### src/rtl/fft_pkg.sv
// Shared constants, state encoding and twiddle-index rule for the 16-point FFT sequencer.
package fft_pkg;

  localparam int N_POINTS = 16;
  localparam int STAGES   = 4;
  localparam int N_BFU    = N_POINTS / 2;
  localparam int TW_IDX_W = 3;
  localparam int STAGE_W  = 2;
  localparam int BFU_W    = 3;

  localparam logic [STAGE_W-1:0] LAST_STAGE = 2'(STAGES - 1);

  typedef enum logic [1:0] {
    ST_IDLE,
    ST_LOAD,
    ST_COMPUTE,
    ST_HOLD
  } fft_seq_state_t;

  // k = (b >> (3 - s)) << (3 - s): clear the low (3 - s) bits of the butterfly index.
  function automatic logic [TW_IDX_W-1:0] tw_index(input logic [STAGE_W-1:0] s,
                                                   input logic [BFU_W-1:0] b);
    logic [STAGE_W-1:0] sh;
    sh = LAST_STAGE - s;
    return (b >> sh) << sh;
  endfunction

endpackage

### src/rtl/fft_twiddle_index.sv
// Combinational map from stage number to the packed per-butterfly twiddle indices.
module fft_twiddle_index
  import fft_pkg::*;
(
  input  logic [STAGE_W-1:0]        stage,
  output logic [N_BFU*TW_IDX_W-1:0] tw_idx
);

  for (genvar b = 0; b < N_BFU; b++) begin : g_bfu
    assign tw_idx[b*TW_IDX_W +: TW_IDX_W] = tw_index(stage, BFU_W'(b));
  end

endmodule

### src/rtl/fft_stage_sequencer.sv
// Control FSM for the 16-point radix-2 FFT: frame load, four butterfly stages, result hold.
// Optional compute stall input is enabled with the FFT_SEQ_STALL_EN macro.
module fft_stage_sequencer
  import fft_pkg::*;
(
  input  logic                        clk,
  input  logic                        rst_n,
`ifdef FFT_SEQ_STALL_EN
  input  logic                        stall,
`endif
  input  logic                        frame_valid,
  output logic                        frame_ready,
  output logic                        load,
  output logic                        bfu_en,
  output logic [STAGE_W-1:0]          stage,
  output logic [N_BFU*TW_IDX_W-1:0]   tw_idx,
  output logic                        busy,
  output logic                        result_valid,
  output logic                        done,
  input  logic                        result_ack,
  output fft_seq_state_t              state_dbg
);

  // Handshakes: a frame transfers on an edge where frame_valid && frame_ready;
  // a spectrum is released on an edge where result_valid && result_ack.
  // Both ready/valid outputs are registered, so inputs never reach outputs combinationally.

  fft_seq_state_t              state;
  logic [STAGE_W-1:0]          cnt;
  logic [N_BFU*TW_IDX_W-1:0]   tw_next;
  logic                        stall_i;

`ifdef FFT_SEQ_STALL_EN
  assign stall_i = stall;
`else
  assign stall_i = 1'b0;
`endif

  assign state_dbg = state;

  // cnt is the stage to present on the next advancing COMPUTE cycle.
  fft_twiddle_index u_twiddle (
    .stage  (cnt),
    .tw_idx (tw_next)
  );

  always_ff @(posedge clk or negedge rst_n) begin
    if (!rst_n) begin
      state        <= ST_IDLE;
      cnt          <= '0;
      frame_ready  <= 1'b0;
      load         <= 1'b0;
      bfu_en       <= 1'b0;
      stage        <= '0;
      tw_idx       <= '0;
      busy         <= 1'b0;
      result_valid <= 1'b0;
      done         <= 1'b0;
    end else begin
      case (state)
        ST_IDLE: begin
          if (frame_ready && frame_valid) begin
            state       <= ST_LOAD;
            frame_ready <= 1'b0;
            load        <= 1'b1;
            busy        <= 1'b1;
            cnt         <= '0;
          end else begin
            frame_ready <= 1'b1;
          end
        end
        ST_LOAD: begin
          state  <= ST_COMPUTE;
          load   <= 1'b0;
          bfu_en <= 1'b1;
          stage  <= cnt;
          tw_idx <= tw_next;
          cnt    <= cnt + 2'd1;
        end
        ST_COMPUTE: begin
          // A stall freezes stage/tw_idx; the shown stage has already been executed.
          if (stall_i) begin
            bfu_en <= 1'b0;
          end else if (stage == LAST_STAGE) begin
            state        <= ST_HOLD;
            bfu_en       <= 1'b0;
            stage        <= '0;
            tw_idx       <= '0;
            busy         <= 1'b0;
            result_valid <= 1'b1;
            done         <= 1'b1;
          end else begin
            bfu_en <= 1'b1;
            stage  <= cnt;
            tw_idx <= tw_next;
            cnt    <= cnt + 2'd1;
          end
        end
        ST_HOLD: begin
          done <= 1'b0;
          if (result_ack) begin
            state        <= ST_IDLE;
            result_valid <= 1'b0;
            frame_ready  <= 1'b1;
          end
        end
        default: begin
          state <= ST_IDLE;
        end
      endcase
    end
  end

endmodule

### config.mk
export PLATFORM = sky130hd
export DESIGN_NAME = fft_stage_sequencer
export DESIGN_NICKNAME = d
export VERILOG_FILES = /design/src/rtl/fft_pkg.sv /design/src/rtl/fft_twiddle_index.sv /design/src/rtl/fft_stage_sequencer.sv
export SDC_FILE = /design/constraint.sdc
export NUM_CORES = 1
export LEC_CHECK = 0
export ABC_AREA = 0
export CAP_MARGIN = 20
export CELL_PAD_IN_SITES_DETAIL_PLACEMENT = 1
export CELL_PAD_IN_SITES_GLOBAL_PLACEMENT = 2
export CORE_MARGIN = 3
export CORE_UTILIZATION = 30
export CTS_CLUSTER_DIAMETER = 30
export CTS_CLUSTER_SIZE = 25
export DETAILED_ROUTE_END_ITERATION = 16
export GPL_TIMING_DRIVEN = 0
export PLACE_DENSITY = 0.89
export SYNTH_ARGS = -nofsm -noshare
export SYNTH_HDL_FRONTEND = slang
export SYNTH_SLANG_ARGS = --single-unit
### constraint.sdc
create_clock -name clk -period 3.5 [get_ports clk]
set_input_delay 0.35 -clock clk [delete_from_list [all_inputs] [get_ports clk]]
set_output_delay 0.35 -clock clk [all_outputs]
set_load 0.1 [all_outputs]
==> PnR_summary.wiki <==
{| class="wikitable"
! Metric !! Value
|-
| Post-Synth XOR/XNOR Area || 0%
|-
| Post-synthesis share of cell area spent on full adders, half adders and majority gates || 11.2%
|-
| Initial core utilization || 32.3%
|-
| Clock latency at the later pin of the worst-skew pair || 270 ps
|-
| Routed via count || 1084
|-
| Portion of the post-synthesis area used by sequential elements || 46.7%
|-
| Number of enable flip-flop cells after synthesis || 0
|-
| Outcome || complete, no violations
|-
| Worst-path maximum fanout || 5
|-
| Buffers inserted during post-CTS setup optimization || 0
|-
| Die width || 72.8 µm
|-
| Compound-Gate Fraction of Synth Area || 14.8%
|-
| Highest attainable clock frequency || 0.439 GHz
|-
| Area of the core || 0.00414 mm²
|-
| Clock tree from TritonCTS || built
|-
| Via count of the first global-routing pass || 1162
|-
| Met2 track demand over resource || 23.8%
|-
| Maximum number of pins on one net before global-route repair || 17
|-
| H-tree depth reported by CTS || 1
|-
| Final number of hold-violating endpoints || 0
|-
| GR peak layer || met2
|-
| Type of element capturing the critical path || output port
|-
| Number of antenna violations at the first check in global routing || 0
|-
| Setup repair after global routing missed its margin || false
|-
| Synth Area in Simple Gates || 7.94%
|-
| Final core utilization || 44.0%
|-
| Worst-case clock skew || 2.21 ps
|-
| M1 GR Usage || 15.3%
|-
| Routability cong. || 0.735
|-
| Main combinational cell family by area after synthesis || compound AO/OA/AOI/OAI gates
|-
| Post-synthesis to final-layout area growth || 36.0%
|-
| Via density per instance || 4.80
|-
| Final setup fails || 0
|-
| Count of unresolved DRC violations after routing || 0
|-
| Top cells by area, synth || sky130_fd_sc_hd__dfrtp_1, sky130_fd_sc_hd__ha_1, sky130_fd_sc_hd__inv_1
|-
| Met3 routing resource usage after global routing || 1.52%
|-
| Number of gates resized after cts || 0
|-
| Arrival time of data at the critical path endpoint || 1930 ps
|-
| Clock transition at the registers of the reported paths || 90 ps
|-
| Required @ worst endpoint || 3150 ps
|-
| Total track usage || 12.9%
|-
| PortBufs || 34
|-
| Largest buffer count on any clock path || 2
|-
| Number of violations of the max-capacitance limit || 0
|-
| Post-synth top flop || sky130_fd_sc_hd__dfrtp_1
|-
| Drt wl/cell || 14.4 µm
|-
| Average size of a mapped cell || 9.93 µm²
|-
| Normalized max-slew margin || 33.6%
|-
| Filler Cell Count || 500
|-
| Max Slew Vio Count || 0
|-
| Post-detail-place hpwl || 2500 µm
|-
| Fraction of final layout cells with drive strength greater than 1 || 10.8%
|-
| Minimum period implied by the final worst setup slack || 2280 ps
|-
| I/O pin total || 38
|-
| Worst hold path class || input pin to asynchronous set/reset pin
|-
| Library cell occupying the most area in the post-synthesis netlist || sky130_fd_sc_hd__dfrtp_1
|-
| Number of buffers added by the clock tree synthesis step || 3
|-
| Slowest-stage cell, CP || sky130_fd_sc_hd__clkdlybuf4s50_1
|-
| Transition at the pin with the smallest max-transition slack || 993 ps
|-
| Number of nets still failing antenna checks after routing || 0
|-
| Initial drt markers || 36
|-
| Remaining Overflow, GRT || 0
|-
| Path type of the worst setup path || register to output port
|-
| DIE AREA || 0.00530 mm²
|-
| Synthesis warning total || 0
|-
| Wire length of the first global-routing pass || 5460 µm
|-
| Quantity of hold-fixing buffers added after cts || 0
|-
| Number of detailed-routing iterations run before antenna repair || 4
|-
| Synthesized instance count || 135
|-
| Post-synthesis mux area share || 5.32%
|-
| Vertical die dimension || 72.8 µm
|-
| Area share of the leading cell type in the synthesized netlist || 46.7%
|-
| Worst-path cell chain || buf_4 -> clkdlybuf4s50_1
|-
| Top cells by count, synth || sky130_fd_sc_hd__dfrtp_1, sky130_fd_sc_hd__inv_1, sky130_fd_sc_hd__ha_1
|-
| Share of flip-flops with an asynchronous set or reset || 100%
|-
| Inserted Diodes || 0
|-
| Type of origin of the critical path || register
|-
| CTS Root Cell || sky130_fd_sc_hd__clkbuf_8
|-
| Site Rows || 23
|-
| Largest incremental delay on the critical path || 1120 ps
|-
| Synth Register Bits || 25
|-
| Overall routed net length || 3250 µm
|-
| Setup_tns || 0 ps
|-
| Netlist Area Pre-Place || 0.00134 mm²
|-
| Final nets || 193
|-
| Sink Count || 25
|-
| Share of the cycle needed by the critical path after routing || 65.1%
|-
| Post-synthesis cell type count || 24
|}
==> metal layers <==
metal	up-vias	part of all wire [%]
met1	536	43
li1	515	-
met5	-	0
met2	27	52
met3	6	3.6
met4	0	1.6
==> registers in the layout (all words and copies together) (netlist names) <==
signal and cells:
cnt 2, state_dbg 2, busy 1, bfu_en 1
result_valid 1, load 1, done 1, stage 2
frame_ready 1, tw_idx 13
==> cell usage in the layout (no fill, tap or decap), types with 2 or more instances in the layout <==
cell / instances
sky130_fd_sc_hd__ha_1: 12
sky130_fd_sc_hd__clkbuf_8: 3
sky130_fd_sc_hd__clkbuf_1: 3
sky130_fd_sc_hd__o21ai_0: 11
sky130_fd_sc_hd__a21oi_1: 2
sky130_fd_sc_hd__nand3_1: 5
sky130_fd_sc_hd__a21boi_0: 2
sky130_fd_sc_hd__o22ai_1: 11
sky130_fd_sc_hd__o32ai_1: 2
sky130_fd_sc_hd__nor2_1: 5
sky130_fd_sc_hd__clkdlybuf4s50_1: 34
sky130_fd_sc_hd__dfrtp_1: 25
sky130_fd_sc_hd__mux2i_1: 6
sky130_fd_sc_hd__conb_1: 3
sky130_fd_sc_hd__nand2_1: 6
sky130_fd_sc_hd__inv_1: 25
sky130_fd_sc_hd__buf_4: 11
==> path summary, 6_finish.rpt <==
kind | startpoint | to | slack [ps] | cells after the start
worst min register to register | bfu_en | bfu_en | 530 | 2
worst max-delay path | tw_idx[20] | tw_idx[17] | 1220 | 2
worst max register to register | state_dbg[1] | state_dbg[1] | 1690 | 5
max in group asynchronous | rst_n | tw_idx[5] | 2580 | 2
worst min-delay path | rst_n | load | 440 | 1
min in group clk | bfu_en | bfu_en | 530 | 2
==> through the flow <==
| stage | hold slack, ps | instance area (µm²) | setup WS [ps] | instances |
|---|---|---|---|---|
| 2_1_floorplan | 54.4 | 1350 | 1110 | 137 |
| 3_3_place_gp | 501 | 1750 | 1540 | 221 |
| 3_5_place_dp | 524 | 1780 | 1490 | 222 |
| 4_1_cts | 456 | 1820 | 1180 | 226 |
| 5_1_grt | 484 | 1820 | 1140 | 226 |
| 6_report | 441 | 1820 | 1220 | 226 |
==> worst max-delay path: cells and delay by family, from the launching register on <==
kind	cells	cell delay (ps)
flops	1	420
buf+inv	2	1250
==> final cells by class <==
cell class | instances | area, µm² | share of cell area [%]
well taps | 50 | 62.6 | 3.43
repair buffers | 35 | 368 | 20.2
multi-input cells | 74 | 538 | 29.5
inverters | 25 | 93.8 | 5.15
plain buffers | 13 | 90.1 | 4.94
clock buffers | 4 | 45.0 | 2.47
flip-flops and latches | 25 | 626 | 34.3
==> kinds of logic (layout without fill, tap and decap cells) <==
logic type                 Yosys count  in the layout
other                                1              3
DFF                                 25             25
adders and majority gates           12             12
muxes                                7              7
buffers and inverters               38             77
AOI/OAI and AO/OA                   31             31
and+or+nand+nor                     21             21
Power is left out: the tool's default activity adds up to more than one toggle a clock period on the data nets, which glitch-free logic cannot reach.
